<file path="src/rtl/mult_seq.sv">
// Sequential shift-add multiplier: captures operand magnitudes on start, runs WIDTH
// add/shift iterations, then applies the product sign in a single fix-up cycle.
module mult_seq #(
  parameter int WIDTH = 8
) (
  input  logic                 clk,
  input  logic                 rst_n,
  input  logic                 i_start,
  input  logic                 i_signed_mode,
  input  logic [WIDTH-1:0]     i_x,
  input  logic [WIDTH-1:0]     i_y,
  output logic                 o_busy,
  output logic                 o_done,
  output logic [2*WIDTH-1:0]   o_product
);

  localparam int CW = $clog2(WIDTH + 1);

  typedef enum logic [1:0] {
    S_IDLE = 2'd0,
    S_RUN  = 2'd1,
    S_FIX  = 2'd2
  } state_t;

  state_t               r_state, w_state_next;
  logic [WIDTH-1:0]     r_a, w_a_next;
  logic [WIDTH-1:0]     r_mq, w_mq_next;
  logic [WIDTH-1:0]     r_m, w_m_next;
  logic                 r_neg, w_neg_next;
  logic [CW-1:0]        r_cnt, w_cnt_next;
  logic                 r_busy, w_busy_next;
  logic                 r_done, w_done_next;
  logic [2*WIDTH-1:0]   r_product, w_product_next;

  logic [WIDTH-1:0]     w_x_mag, w_y_mag, w_addend;
  logic [WIDTH:0]       w_sum;
  logic [2*WIDTH-1:0]   w_raw;

  // The magnitude of the most negative value still fits in WIDTH bits unsigned.
  assign w_x_mag  = (i_signed_mode && i_x[WIDTH-1]) ? -i_x : i_x;
  assign w_y_mag  = (i_signed_mode && i_y[WIDTH-1]) ? -i_y : i_y;
  assign w_addend = r_mq[0] ? r_m : '0;
  assign w_sum    = {1'b0, r_a} + {1'b0, w_addend};
  assign w_raw    = {r_a, r_mq};

  always_comb begin
    w_state_next   = r_state;
    w_a_next       = r_a;
    w_mq_next      = r_mq;
    w_m_next       = r_m;
    w_neg_next     = r_neg;
    w_cnt_next     = r_cnt;
    w_busy_next    = r_busy;
    w_done_next    = 1'b0;
    w_product_next = r_product;
    case (r_state)
      S_IDLE: begin
        if (i_start) begin
          w_m_next     = w_x_mag;
          w_mq_next    = w_y_mag;
          w_neg_next   = i_signed_mode & (i_x[WIDTH-1] ^ i_y[WIDTH-1]);
          w_a_next     = '0;
          w_cnt_next   = '0;
          w_busy_next  = 1'b1;
          w_state_next = S_RUN;
        end
      end
      S_RUN: begin
        // Carry out of the add drops into the top of A as the pair shifts right.
        w_a_next   = w_sum[WIDTH:1];
        w_mq_next  = {w_sum[0], r_mq[WIDTH-1:1]};
        w_cnt_next = r_cnt + CW'(1);
        if (r_cnt == CW'(WIDTH - 1)) begin
          w_state_next = S_FIX;
        end
      end
      S_FIX: begin
        w_product_next = r_neg ? -w_raw : w_raw;
        w_done_next    = 1'b1;
        w_busy_next    = 1'b0;
        w_state_next   = S_IDLE;
      end
      default: begin
        w_state_next = S_IDLE;
      end
    endcase
  end

  always_ff @(posedge clk or negedge rst_n) begin
    if (!rst_n) begin
      r_state   <= S_IDLE;
      r_a       <= '0;
      r_mq      <= '0;
      r_m       <= '0;
      r_neg     <= 1'b0;
      r_cnt     <= '0;
      r_busy    <= 1'b0;
      r_done    <= 1'b0;
      r_product <= '0;
    end else begin
      r_state   <= w_state_next;
      r_a       <= w_a_next;
      r_mq      <= w_mq_next;
      r_m       <= w_m_next;
      r_neg     <= w_neg_next;
      r_cnt     <= w_cnt_next;
      r_busy    <= w_busy_next;
      r_done    <= w_done_next;
      r_product <= w_product_next;
    end
  end

  assign o_busy    = r_busy;
  assign o_done    = r_done;
  assign o_product = r_product;

endmodule

</file>
<file path="config.mk">
export PLATFORM = sky130hd
export DESIGN_NAME = mult_seq
export DESIGN_NICKNAME = d
export VERILOG_FILES = /design/src/rtl/mult_seq.sv
export SDC_FILE = /design/constraint.sdc
export NUM_CORES = 1
export LEC_CHECK = 0
export ABC_AREA = 1
export CORE_MARGIN = 3
export CORE_UTILIZATION = 40
export DETAILED_ROUTE_END_ITERATION = 10
export SETUP_SLACK_MARGIN = 0.4
export SLEW_MARGIN = 5
export SYNTH_ARGS = -nofsm -noshare
export SYNTH_HDL_FRONTEND = slang
export SYNTH_SLANG_ARGS = --single-unit
</file>
<file path="constraint.sdc">
create_clock -name clk -period 3.5 [get_ports clk]
set_clock_uncertainty 0.2 [all_clocks]
set_input_delay 0.875 -clock clk [delete_from_list [all_inputs] [get_ports clk]]
set_output_delay 0.875 -clock clk [all_outputs]
set_load 0.05 [all_outputs]
</file>
==> flow_summary.json <==
{
  "outcome": "completed",
  "gp_congestion": 0.802,
  "wire_per_inst_um": 12.0,
  "synthesis.yosys.warnings": 0,
  "dominantRegCellSynth": "sky130_fd_sc_hd__dfrtp_1",
  "syn-cell-area_um2": 3030,
  "yosys_register_bits": 49,
  "clock_tree.buffer_depth": 2,
  "min_period_over_period_pct": 72.4,
  "start_util_pct": 41.6,
  "num-nets-final": 470,
  "wl_mm": 6.44,
  "area_fraction_in_compound_gates_after_synthesis_pct": 12.7,
  "die_area_um2": 8660,
  "setup_violations": 0,
  "dp_hpwl_mm": 4.92,
  "clock_latency_on_the_worst_skew_pair_ps": 300,
  "port_buffers": 37,
  "number_of_global_route_vias_before_repair": 2518,
  "worstPathRequired_ps": 2420,
  "achievable-frequency_mhz": 394,
  "crit_slowest_cell": "sky130_fd_sc_hd__clkdlybuf4s50_1",
  "peakVddDrop_mv": 0.257,
  "clock_tree.root_cell": "sky130_fd_sc_hd__clkbuf_8",
  "cts-hold-fix-buffers": 0,
  "route.antenna.remaining_nets": 0,
  "post_route_cells_drive_above_1_share_pct": 7.32,
  "first_pass_iters": 4,
  "post_synth_and_or_nand_nor_area_fraction_pct": 28.9,
  "maximum_number_of_pins_on_one_net_before_global_route_repair": 27,
  "post_drt_via_cell_ratio": 4.85,
  "tritoncts": "yes",
  "finalSetupTns_ps": 0,
  "timing.critical_path.from_type": "register",
  "critical_path_arrival_ps": 1460,
  "timing.final.crit_period_ps": 2540,
  "top_level_pins": 38,
  "nFillCells": 765,
  "synthXorXnorAreaFrac_pct": 3.47,
  "timing.critical_path.cells": "clkdlybuf4s50_1",
  "rsz_0062_raised_after_global_routing": "false",
  "grt_first_pass_wirelength_mm": 11.6,
  "worst_setup_hold_path_clk_slew_ps": 90,
  "synth_fp_nets": 433,
  "max-cap-violations": 0,
  "timing_max_transition_violations_final": 0,
  "num_vias": 2602,
  "synthDistinctLibCells": 35,
  "globalRoute.totalOverflow": 0,
  "cts_buffers": 5,
  "min_path_type": "register to register",
  "row_count": 31,
  "antenna_cells": 0,
  "hold_slack_ps": 281,
  "area_delta_synth_final_pct": 17.2,
  "worst_path_buf_inv": 1,
  "cts.htree.levels": 2,
  "synth_area_per_cell_um2": 7.58,
  "cts_sinks": 49,
  "finalPower_uw": 3190,
  "yosys.area_share.adder_pct": 5.62,
  "timing.critical_path.fanout_max": 2,
  "crit_type": "register to primary output",
  "path_delay_family": "buffers and inverters",
  "postSynth.asyncResetShare_pct": 100,
  "synth_top_family_by_area": "simple AND/OR/NAND/NOR gates",
  "synth_sequential_area_ratio_pct": 40.5,
  "initial_antenna_violation_count": 0,
  "cts-resized-gates": 0,
  "stdcell_count": 536,
  "dieWidth_um": 93.0,
  "tightest_slew_ps": 604,
  "worst_case_headroom_to_the_max_slew_limit_pct": 59.7,
  "timing_hold_violations_final": 0,
  "drc_errors": 0,
  "pwr_density_cell_nw_per_um2": 898,
  "critical_path.endpoint_type": "primary output",
  "die_y_um": 93.0,
  "critPathMaxStageDelay_ps": 810,
  "synthCells": 400,
  "grtUsageTotal_pct": 16.4,
  "leakage_uw": 0.00178,
  "dpl.cell_count": 529,
  "synth_mux_area_share_pct": 0,
  "post_cts_buffers": 0,
  "synth-edff-count": 0,
  "drtIter0Drc": 113,
  "core_area_um2": 7290
}
## routing by layer
| layer | track usage, % | routed length [um] |
|---|---|---|
| met1 | 22.3 | 3180 |
| met2 | 27.2 | 2950 |
| met3 | 2.49 | 208 |
| met4 | 5.01 | 96 |
| met5 | 0 | 0 |
## flip-flops by register name, summed over array words and instances, names as in the netlist
register   flops
r_m            8
o_busy         1
r_cnt          4
o_product     16
r_state        2
r_mq           8
o_done         1
r_a            8
r_neg          1
## per-stage QoR
step / area [um^2] / util, % / setup WS [ps]
final: 3550 / 48.7 / 964
after global routing: 3550 / 48.7 / 902
after CTS: 3550 / 48.7 / 942
after detailed placement: 3460 / 47.5 / 1040
after global placement: 3460 / 47.5 / 1060
after floorplan: 3030 / - / 1580
## cells in the mapped netlist (2+ instances only)
library cell	instances	area [um^2]
sky130_fd_sc_hd__a21oi_1	14	70.1
sky130_fd_sc_hd__a22oi_1	4	30.0
sky130_fd_sc_hd__buf_2	4	20.0
sky130_fd_sc_hd__buf_4	2	15.0
sky130_fd_sc_hd__buf_6	2	22.5
sky130_fd_sc_hd__dfrtp_1	49	1230
sky130_fd_sc_hd__ha_1	12	150
sky130_fd_sc_hd__inv_1	46	173
sky130_fd_sc_hd__inv_2	3	11.3
sky130_fd_sc_hd__inv_4	2	12.5
sky130_fd_sc_hd__nand2_1	125	469
sky130_fd_sc_hd__nand2_2	3	18.8
sky130_fd_sc_hd__nand2_4	2	22.5
sky130_fd_sc_hd__nand3_1	36	180
sky130_fd_sc_hd__nand4_1	6	37.5
sky130_fd_sc_hd__nor2_1	23	86.3
sky130_fd_sc_hd__nor2_2	3	18.8
sky130_fd_sc_hd__o21ai_0	17	85.1
sky130_fd_sc_hd__o21ai_1	16	80.1
sky130_fd_sc_hd__o21ai_2	4	35.0
sky130_fd_sc_hd__o22ai_1	3	18.8
sky130_fd_sc_hd__xnor2_1	2	17.5
sky130_fd_sc_hd__xor2_1	10	87.6
## logic make-up (layout without fill, tap and decap cells)
group	after synthesis	in the layout
fa+ha+maj	13	13
simple gates	202	202
compound gates	64	64
buf+inv	60	97
xor+xnor	12	12
flops	49	49
## final cells by class
cell class              count  area (um^2)  area share [%]
repair buffers             39          380            10.7
inverters                  51          196            5.53
flip-flops and latches     49         1230            34.5
well taps                  99          124            3.49
multi-input cells         291         1540            43.2
clock buffers               6         82.6            2.32
clock inverters             1         7.51           0.211
## worst paths after layout
path	start	to	slack, ps	cells after the start
worst max-delay path	o_busy$_DFFE_PN0P_	o_busy	960	1
worst min-delay path	o_product[12]$_DFFE_PN0P_	o_product[12]$_DFFE_PN0P_	280	2
worst max register to register	r_mq[0]$_DFFE_PN0P_	r_a[5]$_DFFE_PN0P_	1420	10
worst min register to register	o_product[12]$_DFFE_PN0P_	o_product[12]$_DFFE_PN0P_	280	2
max in group asynchronous	rst_n	o_product[2]$_DFFE_PN0P_	2010	2
min in group asynchronous	rst_n	o_product[12]$_DFFE_PN0P_	350	1
## power breakdown
group / internal [uW] / switching, uW / total [uW]
combinational: 653 / 1100 / 1760
clock: 156 / 185 / 342
sequential: 820 / 271 / 1090
## cell usage in the layout (no fill, tap or decap), types with 2 or more instances in the layout
cell,instances
sky130_fd_sc_hd__nand2_4,2
sky130_fd_sc_hd__o21ai_2,4
sky130_fd_sc_hd__inv_4,2
sky130_fd_sc_hd__nand2_1,125
sky130_fd_sc_hd__o22ai_1,3
sky130_fd_sc_hd__nand2_2,3
sky130_fd_sc_hd__xor2_1,10
sky130_fd_sc_hd__a21oi_1,14
sky130_fd_sc_hd__o21ai_0,17
sky130_fd_sc_hd__dfrtp_1,49
sky130_fd_sc_hd__o21ai_1,16
sky130_fd_sc_hd__nor2_1,23
sky130_fd_sc_hd__clkbuf_8,6
sky130_fd_sc_hd__nand3_1,36
sky130_fd_sc_hd__clkdlybuf4s50_1,36
sky130_fd_sc_hd__nand4_1,6
sky130_fd_sc_hd__xnor2_1,2
sky130_fd_sc_hd__buf_4,2
sky130_fd_sc_hd__inv_2,3
sky130_fd_sc_hd__inv_1,46
sky130_fd_sc_hd__a22oi_1,4
sky130_fd_sc_hd__nor2_2,3
sky130_fd_sc_hd__ha_1,12
Note: power is estimated with default switching activity, not from simulation.
